### src/rtl/rom_refill_arbiter.sv
`default_nettype none
// ============================================================================
// Module   : rom_refill_arbiter
// Brief    : Round-robin arbiter sharing one combinational ROM between the
//            I-cache and D-cache refill ports; critical-word-first wrapped
//            line bursts returned on registered valid/data/last streams.
// Revision : 1.0 - initial release
// ============================================================================
module rom_refill_arbiter #(
    parameter int LINE_WORDS  = 4,
    parameter int WAIT_CYCLES = 1
) (
    input  logic        clk,
    input  logic        rst,
    input  logic        ic_req,
    input  logic [15:0] ic_addr,
    output logic        ic_ack,
    output logic        ic_rvalid,
    output logic [31:0] ic_rdata,
    output logic        ic_last,
    input  logic        dc_req,
    input  logic [15:0] dc_addr,
    output logic        dc_ack,
    output logic        dc_rvalid,
    output logic [31:0] dc_rdata,
    output logic        dc_last,
    output logic [15:0] rom_addr,
    input  logic [31:0] rom_data,
    output logic        busy
);

    localparam int c_idx_w  = $clog2(LINE_WORDS);
    localparam int c_wait_w = (WAIT_CYCLES > 1) ? $clog2(WAIT_CYCLES) : 1;

    localparam logic [15:0]         c_line_mask = 16'(LINE_WORDS * 4 - 1);
    localparam logic [c_idx_w-1:0]  c_n_last    = c_idx_w'(LINE_WORDS - 1);
    localparam logic [c_wait_w-1:0] c_wait_last = c_wait_w'(WAIT_CYCLES - 1);

    localparam logic [0:0] c_st_idle   = 1'b0;
    localparam logic [0:0] c_st_access = 1'b1;

    logic [0:0]          r_state;
    logic [0:0]          w_state_nxt;
    logic                r_prio_dc;
    logic                r_gnt_dc;
    logic [15:0]         r_base;
    logic [c_idx_w-1:0]  r_idx;
    logic [c_idx_w-1:0]  r_n;
    logic [c_wait_w-1:0] r_wait;

    logic                r_ic_ack;
    logic                r_ic_rvalid;
    logic [31:0]         r_ic_rdata;
    logic                r_ic_last;
    logic                r_dc_ack;
    logic                r_dc_rvalid;
    logic [31:0]         r_dc_rdata;
    logic                r_dc_last;

    logic                w_grant_ic;
    logic                w_grant_dc;
    logic                w_sample;
    logic                w_final;
    logic [15:0]         w_req_addr;
    logic [c_idx_w-1:0]  w_word_idx;

    always_ff @(posedge clk) begin
        if (rst) begin
            r_state <= c_st_idle;
        end else begin
            r_state <= w_state_nxt;
        end
    end

    always_comb begin
        w_state_nxt = r_state;
        w_grant_ic  = 1'b0;
        w_grant_dc  = 1'b0;
        w_sample    = 1'b0;
        w_final     = 1'b0;
        case (r_state)
            c_st_idle: begin
                // Contention is resolved by the priority pointer; a lone requester always wins.
                if (ic_req && dc_req) begin
                    w_grant_dc = r_prio_dc;
                    w_grant_ic = !r_prio_dc;
                end else begin
                    w_grant_ic = ic_req;
                    w_grant_dc = dc_req;
                end
                if (ic_req || dc_req) begin
                    w_state_nxt = c_st_access;
                end
            end
            c_st_access: begin
                w_sample = (r_wait == c_wait_last);
                w_final  = w_sample && (r_n == c_n_last);
                if (w_final) begin
                    w_state_nxt = c_st_idle;
                end
            end
            default: begin
                w_state_nxt = c_st_idle;
            end
        endcase
    end

    assign w_req_addr = w_grant_dc ? dc_addr : ic_addr;
    // Index arithmetic is c_idx_w bits wide, so the burst wraps inside the line.
    assign w_word_idx = r_idx + r_n;

    always_ff @(posedge clk) begin
        if (rst) begin
            r_prio_dc   <= 1'b0;
            r_gnt_dc    <= 1'b0;
            r_base      <= 16'h0000;
            r_idx       <= '0;
            r_n         <= '0;
            r_wait      <= '0;
            r_ic_ack    <= 1'b0;
            r_ic_rvalid <= 1'b0;
            r_ic_rdata  <= 32'h0;
            r_ic_last   <= 1'b0;
            r_dc_ack    <= 1'b0;
            r_dc_rvalid <= 1'b0;
            r_dc_rdata  <= 32'h0;
            r_dc_last   <= 1'b0;
        end else begin
            r_ic_ack    <= w_grant_ic;
            r_dc_ack    <= w_grant_dc;
            r_ic_rvalid <= w_sample && !r_gnt_dc;
            r_dc_rvalid <= w_sample && r_gnt_dc;
            r_ic_last   <= w_final && !r_gnt_dc;
            r_dc_last   <= w_final && r_gnt_dc;
            if (w_sample && !r_gnt_dc) begin
                r_ic_rdata <= rom_data;
            end
            if (w_sample && r_gnt_dc) begin
                r_dc_rdata <= rom_data;
            end
            if (w_grant_ic || w_grant_dc) begin
                r_gnt_dc  <= w_grant_dc;
                r_prio_dc <= w_grant_ic;
                r_base    <= w_req_addr & ~c_line_mask;
                r_idx     <= w_req_addr[c_idx_w+1:2];
                r_n       <= '0;
                r_wait    <= '0;
            end else if (r_state == c_st_access) begin
                if (w_sample) begin
                    r_wait <= '0;
                    r_n    <= r_n + 1'b1;
                end else begin
                    r_wait <= r_wait + 1'b1;
                end
            end
        end
    end

    assign rom_addr  = (r_state == c_st_access) ?
                       (r_base | {{(14 - c_idx_w){1'b0}}, w_word_idx, 2'b00}) : 16'h0000;
    assign busy      = (r_state == c_st_access);
    assign ic_ack    = r_ic_ack;
    assign ic_rvalid = r_ic_rvalid;
    assign ic_rdata  = r_ic_rdata;
    assign ic_last   = r_ic_last;
    assign dc_ack    = r_dc_ack;
    assign dc_rvalid = r_dc_rvalid;
    assign dc_rdata  = r_dc_rdata;
    assign dc_last   = r_dc_last;

endmodule
`default_nettype wire

### config.mk
export PLATFORM = sky130hd
export DESIGN_NAME = rom_refill_arbiter
export DESIGN_NICKNAME = d
export VERILOG_FILES = /design/src/rtl/rom_refill_arbiter.sv
export SDC_FILE = /design/constraint.sdc
export NUM_CORES = 1
export LEC_CHECK = 0
export CAP_MARGIN = 30
export CORE_ASPECT_RATIO = 0.5
export CORE_MARGIN = 10
export CORE_UTILIZATION = 38
export DETAILED_ROUTE_END_ITERATION = 7
export GPL_ROUTABILITY_DRIVEN = 0
export PLACE_DENSITY = 0.75
export SLEW_MARGIN = 20
export SYNTH_ARGS = -nofsm -noshare
export SYNTH_HDL_FRONTEND = slang
export SYNTH_SLANG_ARGS = --single-unit
### constraint.sdc
create_clock -name clk -period 1.2 [get_ports clk]
set_input_delay 0.18 -clock clk [delete_from_list [all_inputs] [get_ports clk]]
set_output_delay 0.18 -clock clk [all_outputs]
set_load 0.05 [all_outputs]
Yosys cells after proc, flatten, opt, wreduce, memory -nomap -nowiden
Index checks and enable logic that the tools add are counted.
{"block": "op_classes", "n_eq_ne": 1, "n_reduce_logical": 12, "bitwise_logic": 3, "n_addsub": 3, "mux": 12}
{"operator": "2-to-1 mux 16 bit", "n": 2}
{"operator": "OR 16 x 4 -> 16 bit", "n": 1}
{"operator": "2-to-1 mux 1 bit", "n": 9}
{"operator": "logical AND 1 bit", "n": 6}
{"operator": "adder 2 x 1 -> 2 bit (second input constant)", "n": 1}
{"operator": "adder 2 bit", "n": 1}
{"operator": "== test 2 bit (second input constant)", "n": 1}
{"operator": "logical NOT 1 bit", "n": 2}
{"operator": "logical OR 1 bit", "n": 2}
{"operator": "inverter 1 bit", "n": 2}
{"operator": "one-hot mux 1 bit (2 select lines)", "n": 1}
{"operator": "AND reduction 2 bit", "n": 1}
{"operator": "OR reduction 2 bit", "n": 1}
{"operator": "adder 1 bit (second input constant)", "n": 1}
{"block": "totals", "register_bits": 90, "input_bits": 68, "output_inout_bits": 87, "word_cells": 46}

Longest topological paths before layout
Gate-level depths: netlist of run 1.
{"block": "depth", "depth_word": 5, "ltp_mapped": 7, "depth_no_buf": 4}

Worst setup path before layout of run 1
Ideal clock, no wire load.
{"block": "synth_path", "kind": "reg-to-output", "from": "reg r_state, in the netlist busy", "to": "out rom_addr[10]", "required_ns": 1.020, "path_stages_with_launch": 4, "n_path_buf": 2, "arrival_ns": 1.481, "setup_slack_ns": -0.461, "cell_sequence": "dfxtp_1 > buf_6 > clkbuf_1 > and2_1"}
{"block": "synth_between", "elab_chain_len": 1}
{"element": "start: declaration", "line_no": "42", "source": "logic [0:0] r_state;"}
{"element": "start signal: assignment", "line_no": "69", "source": "r_state <= c_st_idle;"}
{"element": "start signal: assignment", "line_no": "71", "source": "r_state <= w_state_nxt;"}
{"element": "2-to-1 mux 16 bit", "line_no": "159", "source": "assign rom_addr = (r_state == c_st_access) ?"}
{"element": "end: declaration", "line_no": "27", "source": "output logic [15:0] rom_addr,"}
No other way between the ends.

Worst setup path in the final report of run 1
{"block": "layout_path", "from": "reg r_state, in the netlist busy", "to": "reg r_dc_rdata[24], in the netlist dc_rdata[24]"}
{"block": "layout_between", "elab_chain_len": 2}
{"element": "2-to-1 mux 1 bit", "line_no": "81", "source": "case (r_state)"}
{"element": "logical AND 1 bit", "line_no": "138", "source": "if (w_sample && r_gnt_dc) begin"}
{"element": "end signal: assignment", "line_no": "139", "source": "r_dc_rdata <= rom_data;"}
{"element": "end: declaration", "line_no": "57", "source": "logic [31:0] r_dc_rdata;"}
No other way between the ends.
A chain may end at the register's enable or synchronous reset.

==> results.md, run 1 <==
* Crit. End Element: flop
* Setup tns final at -28.52 ns
* VDD IR max at 0.674 mV
* Fin crit share at 131%
* Clock root cell: clkbuf_16
* Syn_area_per_cell at 9.07 sq um
* Fin util at 88.6%
* Max Clock Freq at 635 MHz
* First-pass GRT wire length at 23800 microns
* Synth Cell Area at 3550 sq um
* H-tree levels at 3
* Reg2Reg Depth at 6
* Via density at 5.51
* Pin count of the biggest net entering global routing at 53
* Register area share after synthesis at 50.8%
* Reg clk slew, reported paths at 0.07 ns
* Ys async rst share at 0%
* Die width at 157 microns
* Highest-delay cell along the critical path: dfxtp_4
* Synth Register Bits at 90
* R2r setup slk at -0.38 ns
* Fin. Hold Viols at 0
* Yosys cell types at 26
* Initial drt markers at 297
* Area grow syn2layout at 122%
* Worst-path fanout max at 6
* Critical path class: reg -> reg
* CTS max path bufs at 2
* CORE AREA at 8890 sq um
* Dpl hpwl at 8370 microns
* Initial core utilization at 39.9%
* Hold Path Depth at 4
* Nets@finish at 644
* Final Setup Violations at 104
* Status: finished, violations left
* Setup WS pre-CTS at -0.433 ns
* EDFF count, synth at 0
* Minimum clock period at 1.58 ns
* # DRC at 0
* Syn Inst Count at 391
* Grt ovf at 0
* Synth warnings at 0
* Full die area at 13800 sq um
* Clock tree from TritonCTS: done
* Worst r2r src: busy
* Reg2reg end: dc_rdata[24]
* Drt pass-1 iters at 4
* Ys flop type: dfxtp_1
* Avg WL per Cell at 26.2 microns
* Most common cell after layout, fill and taps aside: buf_12
* Routed WL at 18300 microns
* Startpoint types: flop
* Failing checks: negative setup slack
* Power Density at 1280 nW/um^2
* Final ANT Viol Nets at 0
* CTS Sinks at 90
* CP Cell Sequence: buf_6 > nor2b_4 > and2_4 > bufbuf_16 > nand2_2 > a21oi_2
* Worst-skew pair later-pin latency at 0.35 ns
* Worst-case hold path end point: ic_ack
* IO Pins at 155
* Critical path arrival at 1.85 ns
* Max Cap Violations at 0
* Fillers at 302
* Global Route Usage Sum at 22.3%
* Worst min path class: in -> reg
* DR vias at 3833
* Count of final max-slew check failures at 0
* Crit-path max cell delay at 0.40 ns
* Share of cells above drive strength 1 at 63.2%
* PnR worst setup slack at -0.376 ns
* Vias in the first global route at 4013
* DIE HEIGHT at 88.3 microns
* RSZ-0062 raised after global routing: true
* Most frequent cells in the layout: buf_12 (99), dfxtp_1 (85), nand2_4 (65)
* Hold Startpoint: rst
* Number of buffers created by CTS at 9
* Required @ worst endpoint at 1.48 ns
* Diode count at 0
* LEAKAGE at 3.17 nW
* Port Buffers at 148
* Clk_skew at 0.00922 ns
* Initial antenna violation count at 0
* Row cnt at 24
[where the power goes]
group | total, W | switching (W) | leakage [nW] | internal (W)
Combinational | 0.00378 | 0.00192 | 2.29 | 0.00186
Sequential | 0.00349 | 0.000280 | 0.737 | 0.00321
Clock | 0.00282 | 0.00120 | 0.149 | 0.00163
Total | 0.0101 | 0.00340 | 3.17 | 0.00669
[synth_stat cells, drive strengths merged (2+ instances only)]
master | instances | area (sq um)
clkbuf | 6 | 22.5
a21oi | 65 | 453
nand3b | 2 | 15.0
mux2i | 15 | 150
nor2 | 9 | 38.8
nor3 | 2 | 10.0
nand2 | 131 | 494
buf | 26 | 214
o2bb2ai | 14 | 123
dfxtp | 90 | 1800
nand2b | 4 | 25.0
a21o | 2 | 15.0
xnor2 | 3 | 26.3
and2 | 15 | 93.8
ha | 2 | 25.0
[kinds of logic after synthesis]
| logic type | Yosys count | synth area share (%) |
|---|---|---|
| and+or+nand+nor | 166 | 19.9 |
| DFF | 90 | 50.8 |
| AOI/OAI and AO/OA | 82 | 16.8 |
| buffers and inverters | 32 | 6.67 |
| muxes | 15 | 4.23 |
| xor gates and xnor gates | 3 | 0.741 |
| adders and majority gates | 2 | 0.706 |
| other | 1 | 0.106 |
[registers in the layout, indices dropped and copies added (netlist names), 2 cells and up]
register and cells:
ic_rdata 32, dc_rdata 32, r_base 12, r_n 2
r_idx 2
[layout make-up]
class,count,area (sq um),share of cell area [%]
well taps,117,146,1.86
clock buffers,14,284,3.61
multi-input cells,270,2390,30.4
flip-flops and latches,90,1810,23.0
clock inverters,2,10.0,0.127
repair buffers,203,3230,41.1
[metal layers]
| layer | track usage (%) | vias up | share of wire [%] |
|---|---|---|---|
| met4 | 9.36 | 0 | 3.6 |
| met5 | 0 | - | 0 |
| met2 | 39.6 | 214 | 50 |
| met3 | 6.68 | 57 | 7.6 |
| li1 | - | 1656 | - |
| met1 | 25.0 | 1906 | 38 |
[worst max path at each step]
| stage | slack [ns] | depth (start not counted) | from | end |
|---|---|---|---|---|
| 6_report | -0.38 | 6 | busy | dc_rdata[24] |
| 5_1_grt | -0.39 | 6 | busy | dc_rdata[24] |
| 4_1_cts | -0.29 | 4 | r_idx[1] | rom_addr[3] |
| 3_5_place_dp | -0.43 | 5 | ic_req | r_gnt_dc |
| 3_3_place_gp | -0.39 | 5 | ic_req | r_gnt_dc |
| 2_1_floorplan | -0.11 | 7 | busy | ic_rdata[1] |
[worst max-delay path, delay by kind of cell (launching register included)]
kind	cells	cell delay [ns]
buf+inv	2	0.41
flops	1	0.40
compound gates	1	0.13
simple gates	3	0.55
[timing repair]
action,CTS,global route
gates resized for setup,126,113
hold buffers,0,0
setup buffers,18,11
gates cloned,14,4
setup endpoints to repair,79,104
pin swaps,55,48
[through the flow]
step	cells	cell area (sq um)	hold slack [ns]	total power, W
finish	696	7870	0.219	0.0101
global route	696	7870	0.224	0.0103
CTS	692	7470	0.159	0.00967
detailed placement	645	6190	0.441	0.00607
global placement	645	6190	0.439	0.00603
floorplan	392	3730	0.287	0.00482
Power figures use the tool's default switching activity.
==> run 2, diff against run 1 <==
SKIP_LAST_GASP = 1   (was not set)
==> run 2 against run 1 <==
  * The flow still finishes with violations (negative setup slack)
  * Routed wire length is 1.6% lower
  * Combinational power hardly changed
  * Via count is 0.78% lower
  * Clock power hardly changed
  * Critical path type unchanged
  * Largest cell class unchanged
==> results.md, run 2 (synthesized netlist as in run 1, its figures left out) <==
* Number of buffers created by CTS at 9
* Area of the multi-input gates at 2340 sq um
* CTS max path bufs at 2
* DP Area at 6190 sq um
* R2r setup slk at -0.41 ns
* Max Clock Freq at 619 MHz
* Highest-delay cell along the critical path: dfxtp_4
* Diode count at 0
* Hold Path Depth at 4
* Startpoint types: flop
* Critical path arrival at 1.82 ns
* Routed WL at 18000 microns
* Worst-skew pair later-pin latency at 0.34 ns
* Share of cells above drive strength 1 at 61.0%
* Worst min path class: in -> reg
* Initial drt markers at 402
* Via density at 5.46
* Crit. End Element: flop
* Count of final max-slew check failures at 0
* Die width at 157 microns
* Worst r2r src: busy
* Row cnt at 24
* Setup tns final at -25.00 ns
* Worst-case hold path end point: ic_ack
* Reg2reg end: r_n[1]
* Final Setup Violations at 102
* Reg2Reg Depth at 7
* Minimum clock period at 1.61 ns
* Initial core utilization at 39.9%
* Worst-path fanout max at 4
* Max Cap Violations at 0
* Vias in the first global route at 3933
* Fillers at 342
* Final Cell Area at 7820 sq um
* Fin crit share at 135%
* Clock root cell: clkbuf_16
* Nets@finish at 644
* Critical path class: reg -> reg
* Most common cell after layout, fill and taps aside: buf_12
* Port Buffers at 148
* Hold Startpoint: rst
* First-pass GRT wire length at 23600 microns
* RSZ-0062 raised after global routing: true
* DIE HEIGHT at 88.3 microns
* CP Cell Sequence: buf_6 > nor2b_4 > buf_6 > buf_4 > buf_4 > mux2i_1 > nor3_1
* Pin count of the biggest net entering global routing at 53
* Reg clk slew, reported paths at 0.07 ns
* Initial antenna violation count at 1
* Most frequent cells in the layout: buf_12 (95), dfxtp_1 (85), clkdlybuf4s50_1 (62)
* Failing checks: negative setup slack
* LEAKAGE at 3.14 nW
* # DRC at 0
* Register area at 1810 sq um
* Drt pass-1 iters at 4
* Area grow syn2layout at 120%
* Final ANT Viol Nets at 0
* H-tree levels at 3
* Required @ worst endpoint at 1.41 ns
* Dpl hpwl at 8370 microns
* Fin. Hold Viols at 0
* Full die area at 13800 sq um
* IO Pins at 155
* CTS Sinks at 90
* Status: finished, violations left
* PnR worst setup slack at -0.415 ns
* Hold buffer count at CTS at 0
* Crit-path max cell delay at 0.38 ns
* DR vias at 3803
* CORE AREA at 8890 sq um
* Global Route Usage Sum at 22.4%
* Clk_skew at 0.00800 ns
* Grt ovf at 0
* VDD IR max at 0.923 mV
* Power Density at 1290 nW/um^2
* Avg WL per Cell at 25.8 microns
* Clock tree from TritonCTS: done
-- run 2: cell count changes in the layout (fill, tap and decap cells not counted), moves of 3 or more --
cell,before,now
a21oi_1,2,6
a21oi_2,61,56
buf_12,99,95
nand2_1,24,39
nand2_2,41,38
nand2_4,65,53
o2bb2ai_1,14,11
o2bb2ai_2,0,3
-- run 2: how the worst max path moves through the flow --
stage | startpoint | to | cells after the start
3_5_place_dp | ic_req | r_gnt_dc | 5
6_report | busy | r_n[1] | 7
2_1_floorplan | busy | ic_rdata[1] | 7
3_3_place_gp | ic_req | r_gnt_dc | 5
4_1_cts | r_idx[1] | rom_addr[3] | 4
5_1_grt | busy | r_n[1] | 7
-- run 2: critical path, delay by kind of cell, from the launching register on --
family | cells | cell delay (ns)
muxes | 1 | 0.32
buffers and inverters | 4 | 0.48
DFF | 1 | 0.38
and+or+nand+nor | 2 | 0.30
-- run 2: final cells by class --
class,count,share of cell area [%]
Clock buffer,14,3.63
Clock inverter,2,0.128
Multi-Input combinational cell,270,29.9
Sequential cell,90,23.2
Tap cell,117,1.87
Timing Repair Buffer,203,41.3
-- run 2: repair_timing --
action,4_1_cts,5_1_grt
pin swaps,50,41
resized for setup,123,89
setup buffers,18,11
setup endpoints to repair,79,104
cloned,14,3
-- run 2: stage by stage --
stage / instances / worst slack (ns) / util, % / hold slack, ns / total power, W
global route: 696 / -0.430 / 87.9 / 0.213 / 0.0103
detailed placement: 645 / -0.433 / 69.6 / 0.441 / 0.00607
finish: 696 / -0.415 / 87.9 / 0.210 / 0.0101
floorplan: 392 / -0.115 / - / 0.287 / 0.00482
CTS: 692 / -0.288 / 83.9 / 0.159 / 0.00967
global placement: 645 / -0.390 / 69.6 / 0.439 / 0.00603
-- run 2: power breakdown --
group / leakage [nW] / switching [W] / internal [W]
registers: 0.737 / 0.000267 / 0.00321
clock network: 0.149 / 0.00119 / 0.00163
logic: 2.25 / 0.00193 / 0.00188
total: 3.14 / 0.00339 / 0.00671
-- run 2: routing by layer --
layer	track usage [%]	part of all wire [%]	routed length, microns
met1	24.5	40	7200
met2	39.8	51	9170
met3	7.12	6.7	1200
met4	10.2	2.2	388
met5	0	0	0
==> run 3, diff against run 2 <==
PLACE_DENSITY = 0.76   (was 0.75)
==> run 3 against run 2 <==
  * Design area fell by 2.3%
  * Clock power shrank 4%
  * The run still ends with negative setup slack left
  * Sequential cell count unchanged
  * Routed wire length shrank 6.5%
  * Via count shrank 3.6%
  * Largest power group unchanged
  * Worst setup slack gained 0.069 ns
==> results.md, run 3 (synthesized netlist as in run 1, its figures left out) <==
* Routed length on met1 at 6520 microns
* Area of the multi-input gates at 2300 sq um
* Final ANT Viol Nets at 0
* Setup tns final at -20.20 ns
* DIE HEIGHT at 88.3 microns
* Clock tree from TritonCTS: done
* CORE AREA at 8890 sq um
* Max Cap Violations at 0
* Die width at 157 microns
* Fin. Hold Viols at 0
* Area grow syn2layout at 115%
* Pin count of the biggest net entering global routing at 50
* Grt ovf at 0
* First-pass GRT wire length at 22400 microns
* Worst min path class: in -> reg
* Full die area at 13800 sq um
* Avg WL per Cell at 24.3 microns
* Critical path class: reg -> reg
* CTS Sinks at 90
* IO Pins at 155
* CP delay by family, top: simple AND/OR/NAND/NOR gates
* Number of buffers created by CTS at 9
* Vias in the first global route at 3945
* Most frequent cells in the layout: buf_12 (100), dfxtp_1 (85), nand2_4 (62), a21oi_2 (62), clkdlybuf4s50_1 (62)
* Nets@finish at 639
* Via density at 5.31
* Port Buffers at 148
* Critical path arrival at 1.83 ns
* Count of final max-slew check failures at 0
* Worst-path fanout max at 8
* Global Route Usage Sum at 21.0%
* Routed wl met3 at 1250 microns
* DP Cell Count at 645
* H-tree levels at 3
* Clock root cell: clkbuf_16
* Row cnt at 24
* Share of cells above drive strength 1 at 58.7%
* RSZ-0062 raised after global routing: true
* Reg clk slew, reported paths at 0.07 ns
* Finished Layout Cells at 691
* DR top layer: met4
* Clk_skew at 0.00779 ns
* Crit-path max cell delay at 0.39 ns
* Highest-delay cell along the critical path: dfxtp_4
* LEAKAGE at 3.15 nW
* Routed WL at 16800 microns
* CTS max path bufs at 2
* Worst-skew pair later-pin latency at 0.35 ns
* VDD IR max at 0.871 mV
* Setup WS pre-CTS at -0.468 ns
* Dpl hpwl at 8470 microns
* Initial antenna violation count at 0
* Fillers at 357
* Minimum clock period at 1.55 ns
* Required @ worst endpoint at 1.48 ns
* Max Clock Freq at 647 MHz
* Final Setup Violations at 99
* Initial drt markers at 278
* Startpoint types: flop
* Diode count at 0
* Fin crit share at 129%
* WL met2 at 8390 microns
* Crit path buf inv count at 3
* Most common cell after layout, fill and taps aside: buf_12
* PnR worst setup slack at -0.346 ns
* Drt pass-1 iters at 4
* Status: finished, violations left
* Power Density at 1280 nW/um^2
* Initial core utilization at 39.9%
* Crit. End Element: flop
* Failing checks: negative setup slack
* CP Cell Sequence: nor2b_4 > buf_6 > and2_4 > buf_12 > buf_16 > nand2_1 > a21oi_2
* DR vias at 3667
* Register area at 1810 sq um
* # DRC at 0
run 3: worst paths after layout:
| kind | from | to | slack, ns | cells after the start |
|---|---|---|---|---|
| setup / recovery | busy | dc_rdata[0] | -0.35 | 7 |
| hold / removal | rst | r_idx[0] | 0.24 | 3 |
| setup reg to reg | busy | dc_rdata[0] | -0.35 | 7 |
| hold reg to reg | r_base[14] | r_base[14] | 0.47 | 1 |
run 3: repair_timing:
item,in CTS,in global routing
pin swaps,35,56
gates cloned,11,5
setup endpoints to repair,70,102
buffers inserted,17,13
hold buffers,0,0
gates resized for setup,77,141
run 3: worst reg2reg max path: stages (launching register included):
cell,delay [ns]
dfxtp_4,0.39
nor2b_4,0.22
buf_6,0.12
and2_4,0.21
buf_12,0.13
buf_16,0.14
nand2_1,0.11
a21oi_2,0.16
run 3: stage by stage:
stage / util, % / hold WS (ns) / area (sq um) / power, W
2_1_floorplan: - / 0.287 / 3730 / 0.00482
3_3_place_gp: 69.7 / 0.439 / 6200 / 0.00606
3_5_place_dp: 69.7 / 0.440 / 6200 / 0.00611
4_1_cts: 81.1 / 0.180 / 7210 / 0.00951
5_1_grt: 85.9 / 0.250 / 7630 / 0.0100
6_report: 85.9 / 0.238 / 7630 / 0.00973
run 3: cell type report:
type / instances / share of cell area, %
clock buffers: 12 / 3.23
clock inverters: 4 / 0.344
multi-input cells: 270 / 30.1
flip-flops and latches: 90 / 23.8
well taps: 117 / 1.92
repair buffers: 198 / 40.7
run 3: metal layers:
layer	vias up	GRT usage [%]
li1	1639	-
met1	1818	22.8
met2	163	37.7
met3	47	7.41
met4	0	7.57
met5	-	0
run 3: power by group:
group | internal, W | total, W | switching [W]
Clock | 0.00146 | 0.00270 | 0.00124
Sequential | 0.00320 | 0.00347 | 0.000265
Combinational | 0.00173 | 0.00356 | 0.00183
Total | 0.00640 | 0.00973 | 0.00334
